--- config.mk ---
export PLATFORM = sky130hd
export DESIGN_NAME = alu_issue_ctrl
export DESIGN_NICKNAME = d
export VERILOG_FILES = /design/src/rtl/alu_issue_ctrl.sv
export SDC_FILE = /design/constraint.sdc
export NUM_CORES = 1
export LEC_CHECK = 0
export CAP_MARGIN = 10
export CELL_PAD_IN_SITES_DETAIL_PLACEMENT = 2
export CELL_PAD_IN_SITES_GLOBAL_PLACEMENT = 2
export CORE_MARGIN = 10
export CORE_UTILIZATION = 38
export CTS_BUF_LIST = sky130_fd_sc_hd__clkbuf_4 sky130_fd_sc_hd__clkbuf_8
export CTS_CLUSTER_SIZE = 12
export DETAILED_ROUTE_END_ITERATION = 10
export GPL_TIMING_DRIVEN = 0
export PLACE_DENSITY = 0.81
export SYNTH_ARGS = -nofsm -noshare
export SYNTH_HDL_FRONTEND = slang
export SYNTH_SLANG_ARGS = --single-unit
--- constraint.sdc ---
create_clock -name clk -period 3.25 [get_ports clk]
set_input_delay 0.4875 -clock clk [delete_from_list [all_inputs] [get_ports clk]]
set_output_delay 0.4875 -clock clk [all_outputs]
set_load 0.03 [all_outputs]
--- src/rtl/alu_issue_ctrl.sv ---
// ALU issue/writeback controller: 8x16 regfile, accept -> 1-cycle ALU issue -> registered writeback, 1 instr per 2 cycles.
// in_ready low during ISSUE; `define STICKY_OVF_EN to build the accumulated-overflow flag (ovf_sticky/ovf_clr).
module alu_issue_ctrl (
    input  logic        clk,
    input  logic        rst,
    input  logic        in_valid,
    output logic        in_ready,
    input  logic [15:0] in_instr,
    input  logic        wr_en,
    input  logic [2:0]  wr_addr,
    input  logic [15:0] wr_data,
    input  logic [2:0]  rd_addr,
    output logic [15:0] rd_data,
    output logic [15:0] alu_a,
    output logic [15:0] alu_b,
    output logic [4:0]  alu_code,
    input  logic [15:0] alu_c,
    input  logic        alu_ovf,
    output logic        res_valid,
    output logic [2:0]  res_rd,
    output logic [15:0] res_data,
    output logic        res_ovf,
    output logic        ovf_sticky,
    input  logic        ovf_clr
);

    typedef enum logic {S_IDLE = 1'b0, S_ISSUE = 1'b1} state_t;

    state_t      r_state;
    state_t      w_next_state;
    logic [15:0] r_rf [0:7];
    logic [15:0] r_alu_a;
    logic [15:0] r_alu_b;
    logic [4:0]  r_alu_code;
    logic [2:0]  r_rd;
    logic        r_res_valid;
    logic [2:0]  r_res_rd;
    logic [15:0] r_res_data;
    logic        r_res_ovf;

    logic        w_accept;
    logic        w_wb_en;
    logic        w_ovf_masked;
    logic [2:0]  w_ra;
    logic [2:0]  w_rb;
    logic        w_unused;

    assign w_ra         = in_instr[7:5];
    assign w_rb         = in_instr[4:2];
    assign w_accept     = in_valid & in_ready;
    assign w_wb_en      = (r_state == S_ISSUE);
    assign w_ovf_masked = alu_ovf & (r_alu_code[4:3] == 2'b00);
    assign w_unused     = ^{in_instr[1:0], ovf_clr};

    always_ff @(posedge clk) begin
        if (rst) r_state <= S_IDLE;
        else     r_state <= w_next_state;
    end

    always_comb begin
        w_next_state = r_state;
        case (r_state)
            S_IDLE:  if (in_valid) w_next_state = S_ISSUE;
            S_ISSUE: w_next_state = S_IDLE;
            default: w_next_state = S_IDLE;
        endcase
    end

    always_comb begin
        in_ready = 1'b0;
        case (r_state)
            S_IDLE:  in_ready = 1'b1;
            default: in_ready = 1'b0;
        endcase
    end

    // Entry 0 is never written, so it keeps its reset value of zero.
    always_ff @(posedge clk) begin
        if (rst) begin
            for (int i = 0; i < 8; i++) r_rf[i] <= 16'h0000;
        end else begin
            for (int i = 1; i < 8; i++) begin
                if (w_wb_en && (r_rd == 3'(i)))          r_rf[i] <= alu_c;
                else if (wr_en && (wr_addr == 3'(i)))    r_rf[i] <= wr_data;
            end
        end
    end

    always_ff @(posedge clk) begin
        if (rst) begin
            r_alu_a    <= 16'h0000;
            r_alu_b    <= 16'h0000;
            r_alu_code <= 5'h00;
            r_rd       <= 3'h0;
        end else if (w_accept) begin
            r_alu_a    <= r_rf[w_ra];
            r_alu_b    <= r_rf[w_rb];
            r_alu_code <= in_instr[15:11];
            r_rd       <= in_instr[10:8];
        end
    end

    always_ff @(posedge clk) begin
        if (rst) begin
            r_res_valid <= 1'b0;
            r_res_rd    <= 3'h0;
            r_res_data  <= 16'h0000;
            r_res_ovf   <= 1'b0;
        end else begin
            r_res_valid <= w_wb_en;
            if (w_wb_en) begin
                r_res_rd   <= r_rd;
                r_res_data <= alu_c;
                r_res_ovf  <= w_ovf_masked;
            end
        end
    end

`ifdef STICKY_OVF_EN
    logic r_ovf_sticky;

    // A new overflow takes priority over a clear on the same edge.
    always_ff @(posedge clk) begin
        if (rst)                         r_ovf_sticky <= 1'b0;
        else if (w_wb_en && w_ovf_masked) r_ovf_sticky <= 1'b1;
        else if (ovf_clr)                r_ovf_sticky <= 1'b0;
    end

    assign ovf_sticky = r_ovf_sticky;
`else
    assign ovf_sticky = 1'b0;
`endif

    assign rd_data   = r_rf[rd_addr];
    assign alu_a     = r_alu_a;
    assign alu_b     = r_alu_b;
    assign alu_code  = r_alu_code;
    assign res_valid = r_res_valid;
    assign res_rd    = r_res_rd;
    assign res_data  = r_res_data;
    assign res_ovf   = r_res_ovf;

endmodule

======== Word level (Yosys, flattened, before mapping) ========
Memories as Yosys holds them, arrays and structs flattened. A register that Yosys moved wholly into a read port is not among the register bits.
Index checks and enable logic that the tools add are counted.
word-level totals
  flip-flop bits (word level) ............. 30
  RAM bits ................................ 128
  bits of input ports ..................... 60
  output and inout port bits .............. 76
  logic and storage cells ................. 122
  memories kept ........................... 1
operators by class
  eq/ne operators ......................... 14
  muxes and demuxes ....................... 68
  bitwise operators ....................... 17
  reduce and logical (&&, ||, !) cells .... 15
memory list
  memory  words  bits a word  rd ports  clocked after Yosys merged registers in  write ports  RTL line  text
  r_rf    8      16           3         2                                        8            31        logic [15:0] r_rf [0:7];
operator list
  cell                                                 count
  2-to-1 mux 16 bit                                    14
  2-to-1 mux 1 bit                                     53
  equality test 3 bit, second input constant           8
  logical AND 1 bit                                    14
  OR 1 bit                                             14
  equality test 3 x 2 -> 1 bit, second input constant  4
  equality test 3 x 1 -> 1 bit, second input constant  2
  bitwise AND 1 bit                                    2
  logical NOT 2 bit                                    1
  case mux 1 bit (2 select lines)                      1
  inverter 1 bit                                       1

======== Depth between registers and ports, before layout ========
  depth in word-level cells ............... 7
  gate-level depth with buffers ........... 6
  depth with buffers taken out ............ 3

======== Least setup slack after synthesis ========
Ideal clock, no wire load.
  path type ............................... input to register
  from .................................... input port rst
  to ...................................... memory r_rf[3][0] (enable)
  library setup time ...................... 0.411 ns
  arrival time ............................ 2.237 ns
  required time ........................... 2.839 ns
  path slack .............................. 0.601 ns
  stages on the path ...................... 4
  path through ............................ nand3b_1 -> buf_2 -> buf_1 -> o21ai_0
RTL lines
  item         RTL line  text
  from (decl)  5         input logic rst,
  to (decl)    31

======== Worst setup path in the final report ========
  from .................................... input port rd_addr[1]
  to ...................................... output port rd_data[14]
between the ends
  cells in the longest elaborated chain, start to end .. 1
ends and longest elaborated chain
  item                 RTL line  text
  from (decl)          12        input logic [2:0] rd_addr,
  memory (8 x 16 bit)  -
  to (decl)            13        output logic [15:0] rd_data,
No other way between the ends.

==> run summary <==
status: finished clean
Synth Net Count: 902
Post-CTS Hold Buffers: 0
fin crit share: 96.8%
clk buf depth: 2
root buffer cell: clkbuf_8
Post-Syn Instances: 842
antenna violations before repair: 3
Tmin final: 3.15 ns
peak supply drop: 0.226 mV
post-route cell area: 12100 sq um
crit-path cells: clkbuf_1 -> nor2b_1 -> clkbuf_1 -> clkbuf_2 -> a221oi_1 -> a21oi_1 -> clkdlybuf4s50_1
Buf/Inv on CP: 4
num ports: 136
count of cell types in the netlist: 41
Detailed Route Iter0 Violations: 963
Hold Crit Class: flop to flop
Sequential cell area: 4600 sq um
Yosys reg bits: 174
Slew HR: 30.4%
Final Worst Setup Slack: 0.105 ns
RSZ-0062 raised after global routing: false
Cells after DPL: 1301
share of cells above drive strength 1: 19.3%
Final Skew: 0.0182 ns
post-place setup slack: -0.523 ns
worst slew pin tran: 1.04 ns
Vert. Die Dim: 181 um
nets@finish: 1048
die footprint: 32900 sq um
H-Tree Depth: 4
Final Setup Violations: 0
most frequent CP cell: clkbuf_1
Async SR Flop Fraction: 0%
fmax: 318 MHz
CP top delay family: buffers and inverters
vias in the first global route: 9020
floorplan row count: 59
Reg clk slew, reported paths: 0.09 ns
fillers: 2632
post-route insts no fill: 1338
max cap viols: 0
Hold Violations, Final: 0
Initial Utilization: 38.3%
Avg Inst Size Synth: 11.8 sq um
Worst EP arrival: 2.66 ns
GRT overflow: 0
Initial DRT Pass Iterations: 5
Yosys warnings: 0
Core Util, Final: 46.7%
Remaining DRCs: 0
Pwr Density: 444 nW/um^2
Max stage delay on crit path: 0.71 ns
most common cell after layout, fill and taps aside: clkdlybuf4s50_1
Total GRT Usage: 23.1%
commonest non-fill, non-tap cells in the layout: clkdlybuf4s50_1, edfxtp_1, nand2_1
# port buffers: 123
FF-to-FF setup slack: 0.54 ns
Core ar.: 25800 sq um
TritonCTS clock tree: done
clock sinks: 174
Area growth syn-to-layout: 21.8%
worst-path fanout max: 10
Num CTS Buffers: 17
synthesized area: 9900 sq um
post-synthesis sequential area ratio: 46.5%
Multi-input gate area: 4810 sq um
Max Transition Viols Final: 0
Post-synth EDFFs: 112
pin count of the biggest net entering global routing: 17
Vias: 8391
slowest CP cell: clkdlybuf4s50_1
CP Launch Type: primary input
clk_lat worst skew: 0.49 ns
post-DP HPWL: 30500 um
GPL Wtd Cong: 0.879
Crit Path Class: primary input to primary output
die extent in x: 181 um
main flop type after synthesis: edfxtp_1
Leakage Power: 4.32 nW
CP required: 2.76 ns
final wirelength: 39200 um
DR vias/cell: 6.27
Crit. End Element: primary output
placed instance area: 11600 sq um
antenna viol nets, final: 0
WHS: 0.464 ns
Wirelength per Cell: 29.3 um
first-pass GRT wire length: 58800 um
[synthesized netlist by cell type (all sizes together), types with 2 or more instances]
master	instances	area share, %
a221o	32	3.2
o22ai	48	3.0
nand4b	3	0.27
nor2b	22	1.4
a21oi	40	2.0
o21ai	2	0.10
nand2	67	2.5
edfxtp	112	34
nand3b	5	0.38
nor2	24	0.91
nor3	2	0.15
nand4	17	1.1
o31ai	16	1.2
a22o	32	2.8
mux2i	19	1.9
and4b	2	0.20
dfxtp	62	13
a32o	32	3.2
a221oi	15	1.3
buf	43	2.4
clkbuf	54	2.0
nand2b	51	3.2
inv	16	0.61
mux4	48	11
mux2	64	7.3
nand4bb	2	0.23
nor4bb	2	0.20
[logic make-up after synthesis]
group / count (synthesis) / share of synthesized area, %
AO/OA/AOI/OAI: 220 / 17.3
buffers and inverters: 113 / 5.03
flip-flops: 174 / 46.5
multiplexers: 131 / 20.1
other: 1 / 0.0379
AND/OR/NAND/NOR: 203 / 11.1
[metrics by stage]
stage	TNS, ns	power, mW
floorplan	0	3.24
global placement	-42.26	3.66
detailed placement	-32.62	3.72
CTS	0	5.36
global route	0	5.54
finish	0	5.36
[what timing repair did]
item / in CTS / in global routing
endpoints found under the hold margin: 0 / 0
gates resized for setup: 3 / 6
buffers inserted: 0 / 3
endpoints found under the setup margin: 28 / 55
[routing by layer]
layer	up-vias	GRT usage, %	part of all wire, %
li1	3631	-	-
met1	4275	28.6	41
met2	420	39.2	49
met3	65	5.43	7.7
met4	0	6.64	1.9
met5	-	0	0
[power breakdown]
part           total, mW  switching [mW]  leakage, nW  internal (mW)
sequential          2.60           0.112         1.67           2.49
combinational       1.10           0.625         2.45          0.476
clock               1.66           0.859        0.200          0.803
total               5.36            1.60         4.32           3.77
[registers in the layout, indices dropped and copies added, names as in the netlist]
| register | count |
|---|---|
| res_data | 16 |
| res_valid | 1 |
| r_rf | 112 |
| alu_a | 16 |
| alu_b | 16 |
| res_rd | 3 |
| r_rd | 3 |
| r_state | 1 |
| alu_code | 5 |
| res_ovf | 1 |
[final cells by class]
cell class | count | area share (%)
Tap cell | 335 | 3.47
Sequential cell | 174 | 38.2
Buffer | 97 | 3.66
Clock buffer | 22 | 2.25
Clock inverter | 10 | 1.14
Timing Repair Buffer | 127 | 10.9
Antenna cell | 2 | 0.0415
Multi-Input combinational cell | 555 | 39.9
Inverter | 16 | 0.498
[final timing paths]
kind,startpoint,endpoint,cells past startpoint
setup reg to reg,r_state,r_rf[6][15],5
setup / recovery,rd_addr[1],rd_data[14],7
hold reg to reg,alu_code[0],alu_code[0],2
hold / removal,alu_code[0],alu_code[0],2
[tightest hold or removal path: stages (launching register included)]
cell	delay, ns
dfxtp_1	0.32
nand2_1	0.05
a21oi_1	0.05
Power figures use the tool's default switching activity.
